**config.mk**
```make
export PLATFORM = sky130hd
export DESIGN_NAME = popcnt_accum
export DESIGN_NICKNAME = d
export VERILOG_FILES = /design/src/rtl/popcnt_accum.sv
export SDC_FILE = /design/constraint.sdc
export NUM_CORES = 1
export LEC_CHECK = 0
export CAP_MARGIN = 25
export CORE_AREA = 2 2 107 83
export CTS_CLUSTER_SIZE = 8
export DETAILED_ROUTE_END_ITERATION = 8
export DIE_AREA = 0 0 109 85
export GPL_ROUTABILITY_DRIVEN = 0
export MAX_ROUTING_LAYER = met4
export PLACE_DENSITY = 0.69
export SKIP_LAST_GASP = 1
export SYNTH_ARGS = -nofsm -noshare
export SYNTH_HDL_FRONTEND = slang
export SYNTH_SLANG_ARGS = --single-unit
```
**constraint.sdc**
```tcl
create_clock -name clk -period 2.7 [get_ports clk]
set_input_delay 0.54 -clock clk [delete_from_list [all_inputs] [get_ports clk]]
set_output_delay 0.54 -clock clk [all_outputs]
set_load 0.05 [all_outputs]
```
**src/rtl/popcnt_accum.sv**
```systemverilog
// rtl/popcnt_accum.sv - per-frame popcount accumulator (optional parity: POPCNT_ACCUM_PARITY_EN)
module popcnt_accum #(
  parameter int WORDS = 8,
  parameter int SUM_W = 16
) (
  input  logic             clk,
  input  logic             reset,
  input  logic             in_valid,
  output logic             in_ready,
  input  logic [5:0]       in_cnt,
  input  logic             in_last,
  output logic             out_valid,
  input  logic             out_ready,
  output logic [SUM_W-1:0] out_sum,
  output logic [7:0]       out_words,
  output logic [5:0]       out_max,
  output logic             out_ovf,
  output logic             out_err
`ifdef POPCNT_ACCUM_PARITY_EN
  ,
  output logic             out_par
`endif
);

  typedef enum logic {S_ACC = 1'b0, S_HOLD = 1'b1} state_t;

  state_t           r_state;
  state_t           w_state_nxt;

  logic [SUM_W-1:0] r_sum;
  logic [7:0]       r_words;
  logic [5:0]       r_max;
  logic             r_ovf;
  logic             r_err;

  logic [SUM_W-1:0] r_out_sum;
  logic [7:0]       r_out_words;
  logic [5:0]       r_out_max;
  logic             r_out_ovf;
  logic             r_out_err;

  logic             w_accept;
  logic             w_release;
  logic             w_frame_end;
  logic             w_cnt_bad;
  logic [5:0]       w_cnt;
  logic [SUM_W:0]   w_sum_wide;
  logic             w_sum_sat;
  logic [SUM_W-1:0] w_sum_nxt;
  logic [7:0]       w_words_nxt;
  logic [5:0]       w_max_nxt;
  logic             w_ovf_nxt;
  logic             w_err_nxt;

  // Handshakes decode straight from the state register so out_ready never reaches in_ready
  assign in_ready  = (r_state == S_ACC);
  assign out_valid = (r_state == S_HOLD);
  assign w_accept  = in_valid & in_ready;
  assign w_release = (r_state == S_HOLD) & out_ready;

  // Clamp the incoming count, then form the saturating running totals for this accept
  always_comb begin
    w_cnt_bad   = (in_cnt > 6'd32);
    w_cnt       = w_cnt_bad ? 6'd32 : in_cnt;
    w_sum_wide  = {1'b0, r_sum} + (SUM_W + 1)'(w_cnt);
    w_sum_sat   = w_sum_wide[SUM_W];
    w_sum_nxt   = w_sum_sat ? {SUM_W{1'b1}} : w_sum_wide[SUM_W-1:0];
    w_words_nxt = r_words + 8'd1;
    w_max_nxt   = (w_cnt > r_max) ? w_cnt : r_max;
    w_ovf_nxt   = r_ovf | w_sum_sat;
    w_err_nxt   = r_err | w_cnt_bad;
    // in_last and the word limit in the same accept still make only one frame end
    w_frame_end = w_accept & (in_last | (w_words_nxt == 8'(WORDS)));
  end

  // Next state: close a frame into HOLD, return to ACC once the consumer takes it
  always_comb begin
    w_state_nxt = r_state;
    case (r_state)
      S_ACC:   if (w_frame_end) w_state_nxt = S_HOLD;
      S_HOLD:  if (out_ready)   w_state_nxt = S_ACC;
      default: w_state_nxt = S_ACC;
    endcase
  end

  // State register
  always_ff @(posedge clk or negedge reset) begin
    if (!reset) r_state <= S_ACC;
    else        r_state <= w_state_nxt;
  end

  // Running accumulators: fold in each accept, clear when the held frame is taken
  always_ff @(posedge clk or negedge reset) begin
    if (!reset) begin
      r_sum   <= '0;
      r_words <= '0;
      r_max   <= '0;
      r_ovf   <= 1'b0;
      r_err   <= 1'b0;
    end else if (w_release) begin
      r_sum   <= '0;
      r_words <= '0;
      r_max   <= '0;
      r_ovf   <= 1'b0;
      r_err   <= 1'b0;
    end else if (w_accept) begin
      r_sum   <= w_sum_nxt;
      r_words <= w_words_nxt;
      r_max   <= w_max_nxt;
      r_ovf   <= w_ovf_nxt;
      r_err   <= w_err_nxt;
    end
  end

  // Result registers: capture totals including the terminating word, hold until the next frame
  always_ff @(posedge clk or negedge reset) begin
    if (!reset) begin
      r_out_sum   <= '0;
      r_out_words <= '0;
      r_out_max   <= '0;
      r_out_ovf   <= 1'b0;
      r_out_err   <= 1'b0;
    end else if (w_frame_end) begin
      r_out_sum   <= w_sum_nxt;
      r_out_words <= w_words_nxt;
      r_out_max   <= w_max_nxt;
      r_out_ovf   <= w_ovf_nxt;
      r_out_err   <= w_err_nxt;
    end
  end

  assign out_sum   = r_out_sum;
  assign out_words = r_out_words;
  assign out_max   = r_out_max;
  assign out_ovf   = r_out_ovf;
  assign out_err   = r_out_err;

`ifdef POPCNT_ACCUM_PARITY_EN
  logic r_par;
  logic r_out_par;
  logic w_par_nxt;

  // Parity of the unsaturated total is just the XOR of each clamped count's LSB
  assign w_par_nxt = r_par ^ w_cnt[0];

  // Parity accumulator and its result register, same clear/capture timing as the totals
  always_ff @(posedge clk or negedge reset) begin
    if (!reset) begin
      r_par     <= 1'b0;
      r_out_par <= 1'b0;
    end else begin
      if (w_release)     r_par <= 1'b0;
      else if (w_accept) r_par <= w_par_nxt;
      if (w_frame_end)   r_out_par <= w_par_nxt;
    end
  end

  assign out_par = r_out_par;
`endif

endmodule

```
==> results.toml <==
[sta]
worst_slew_pin_slew_ns = 0.9274
slew_headroom_pct = 37.94
clock_skew_ns = 0.01015
grt_setup_unrepaired = "yes"
setup-violations-final = 0
period_needed_ns = 2.653
report.final.hold_viol_count = 0
maxClockFrequency_mhz = 376.9
post-route-period-util_pct = 98.28
slew_violations = 0
setup_ws_ns = 0.04651
fin_worst_hold_slack_ns = 0.1384

[clocking]
clockRootBuffer = "clkbuf_8"
tritoncts.num_buffers = 9
clkSinkCount = 65
cts_max_level = 3
cts_tree = "done"
cts_hold_repair.buffers = 0
cts.path.max_buffers = 2
insertion_delay_to_the_later_sink_of_the_worst_skew_pair_ns = 0.34
cts.clk_slew.worst_paths_ns = 0.07

[critical_path]
worst_setup_path_endpoint = "r_sum[15]"
cp-start-kind = "input port"
crit_chain = "clkdlybuf4s50_1, nor2b_2, ha_1, a211o_1, a2111oi_4, buf_4, nor3_2, and3_4, a311oi_2"
critical_path_data_arrival_time_ns = 2.90
crit_start = "in_cnt[1]"
r2r-start = "r_sum[1]"
type_of_the_worst_setup_path = "in2reg"
worst_r2r_path_depth = 7
worst_r2r_endpoint = "r_sum[15]"
r2r_setup_slack_ns = 0.44
crit_slowest_cell = "clkdlybuf4s50_1"
cpPeakStageDelay_ns = 0.48
end_kind = "flip-flop"
cp.required_ns = 2.95
path_max_fanout = 6

[pwr]
power_frac_seq_pct = 33.8
p_comb_share_pct = 43.9
share_clk_of_total_power_pct = 22.4
power.internal_mw = 2.442
power_leakage_nw = 1.969
power.density_cell_area_nw_per_um2 = 874.8
netSwitchingPower_mw = 1.608
power.total_mw = 4.050
vdd_ir_drop_max_mv = 0.4426
switching_share_of_power_pct = 39.70

[run_status]
run_status = "complete, no violations"

[global_routing]
antenna_found_initial = 0
globalRoute.totalOverflow = 0
wire_length_of_the_first_global_routing_pass_um = 13790
grt_max_degree = 49
gr-usage-all-layers_pct = 19.78
grt_pass1_vias = 2857

[yosys]
yosysWarningCount = 0
synth_enable_flop_cells = 0
postSynth.asyncResetShare_pct = 100.0
syn_area_sq_um = 3581
syn_area_per_cell_sq_um = 9.473
syn_nets = 403
synth-seq-area-share_pct = 45.42
ys_ff_latch = 65
synthFlopType = "dfrtp_1"
postSynthCellCount = 378
post_synth_num_cell_types = 61

[min_path]
hold_path.class = "in2async"

[die]
floorplan.initialDensity_pct = 43.48
floorplan.io_pins = 45
horizontal_die_dimension_um = 109
floorplan.die_area_sq_um = 9265
floorplan.core_area_sq_um = 8237
rows = 29
floorplan.die.height_um = 85

[run]
number_of_maximum_capacitance_violations = 0

[placed_design]
dp_slack_ns = -0.4454
detailedPlacementHpwl_um = 6038
placement.io_buffers = 44

[final_layout]
antennaDiodeCount = 0
fillers = 728
finish.net_count = 474
syn2layout_area_growth_pct = 29.28
drive_above_1_share_pct = 17.88
final_core_utilization_pct = 56.21

[drt]
wire_per_inst_um = 15.19
dr.first_iter.drc_count = 222
route.detailed.vias_per_inst = 5.469
drc = 0
dr.pass1.iters = 4
finalWirelength_um = 8521
postRouteAntennaNets = 0
routed-via-count = 3068
[final cells by class]
| class | count | area (sq um) | share of cell area [%] |
|---|---|---|---|
| flip-flops and latches | 65 | 1627 | 35.14 |
| clock buffers | 12 | 145.1 | 3.135 |
| clock inverters | 3 | 65.06 | 1.405 |
| repair buffers | 81 | 740.7 | 16.00 |
| multi-input cells | 279 | 1868 | 40.35 |
| well taps | 108 | 135.1 | 2.919 |
| inverters | 13 | 48.80 | 1.054 |
[worst min-delay path by stage]
stage                     from  slack [ns]  depth (start not counted)           end
floorplan                reset        0.24                          0       out_err
global placement    out_max[4]        0.47                          2    out_max[4]
detailed placement       r_err        0.47                          2         r_err
CTS                      reset        0.14                          1  out_words[0]
global route             reset        0.16                          1  out_words[0]
finish                   reset        0.14                          1  out_words[4]
[flip-flops by register name, summed over array words and instances, names as in the netlist]
name / flops
r_err: 1
out_words: 8
out_max: 6
out_valid: 1
r_max: 6
out_ovf: 1
r_sum: 16
out_sum: 16
r_ovf: 1
r_words: 8
out_err: 1
[synthesized netlist by cell type (3+ instances only)]
master | count | share of area [%]
nor2b_1 | 8 | 1.4
buf_2 | 7 | 0.98
a311oi_1 | 3 | 0.73
inv_1 | 13 | 1.4
a31oi_1 | 4 | 0.70
mux2i_1 | 8 | 2.2
o21ai_1 | 30 | 4.2
o22ai_1 | 4 | 0.70
a32o_1 | 6 | 1.7
xnor2_1 | 9 | 2.2
nand2_1 | 60 | 6.3
a21o_1 | 3 | 0.63
and2_1 | 5 | 0.87
a211oi_1 | 3 | 0.63
o21ai_0 | 17 | 2.4
xor2_1 | 4 | 0.98
o21a_1 | 4 | 0.84
nand3_1 | 7 | 0.98
nor2_1 | 18 | 1.9
nor3_1 | 7 | 0.98
o31ai_1 | 4 | 0.84
a21oi_1 | 14 | 2.0
clkbuf_1 | 9 | 0.94
nor2_2 | 5 | 0.87
dfrtp_1 | 65 | 45
nand2b_1 | 4 | 0.70
ha_1 | 13 | 4.5
[critical path: cells and delay by family]
| kind | cells | cell delay (ns) |
|---|---|---|
| adder cells (fa/ha/maj) | 1 | 0.27 |
| buffers and inverters | 2 | 0.66 |
| AND/OR/NAND/NOR | 3 | 0.45 |
| AO/OA/AOI/OAI | 3 | 0.97 |
[layer usage]
| metal | vias up | wire, um | GRT usage, % |
|---|---|---|---|
| li1 | 1490 | - | - |
| met3 | 10 | 460 | 4.301 |
| met1 | 1486 | 4233 | 28.54 |
| met2 | 82 | 3733 | 27.50 |
| met5 | - | 0 | - |
| met4 | 0 | 94 | 6.643 |
[power groups by stage]
stage / Combinational (mW) / Sequential [mW] / Clock, mW
3_3_place_gp: 1.71 / 1.38 / 0
3_5_place_dp: 1.74 / 1.38 / 0
2_1_floorplan: 0.775 / 1.75 / 0
6_report: 1.78 / 1.37 / 0.907
5_1_grt: 1.91 / 1.40 / 0.966
4_1_cts: 1.76 / 1.37 / 0.931
[timing repair]
item                                    4_1_cts  5_1_grt
setup buffers                                 1        2
gates resized for setup                       4        7
cloned                                        0        0
endpoints found under the setup margin       19       27
endpoints found under the hold margin         0        0
pin swaps                                     1        3
[cell usage in the layout (no fill, tap or decap), drive strengths merged, types with 5 or more instances in the layout]
master / count
nor2b: 8
dfrtp: 65
nor2: 23
nand3: 7
a21oi: 16
xnor2: 9
buf: 38
mux2i: 8
nor3: 9
and2: 5
ha: 13
clkdlybuf4s50: 42
nand2: 60
o21ai: 47
a32o: 6
inv: 13
clkbuf: 12
o22ai: 5
[metrics by stage]
step	cells	cell area (sq um)	TNS, ns
after floorplan	378	3581	0
after global placement	543	4337	-12.13
after detailed placement	543	4337	-14.01
after CTS	559	4589	0
after global routing	561	4629	-0.06467
final	561	4629	0
[cell families after synthesis]
| group | Yosys count | synth area share, % |
|---|---|---|
| buffers and inverters | 34 | 4.053 |
| flip-flops | 65 | 45.42 |
| AND/OR/NAND/NOR | 132 | 18.52 |
| AO/OA/AOI/OAI | 111 | 21.17 |
| multiplexers | 9 | 2.551 |
| XOR/XNOR | 13 | 3.180 |
| adder cells (fa/ha/maj) | 14 | 5.101 |
Power figures use the tool's default switching activity.
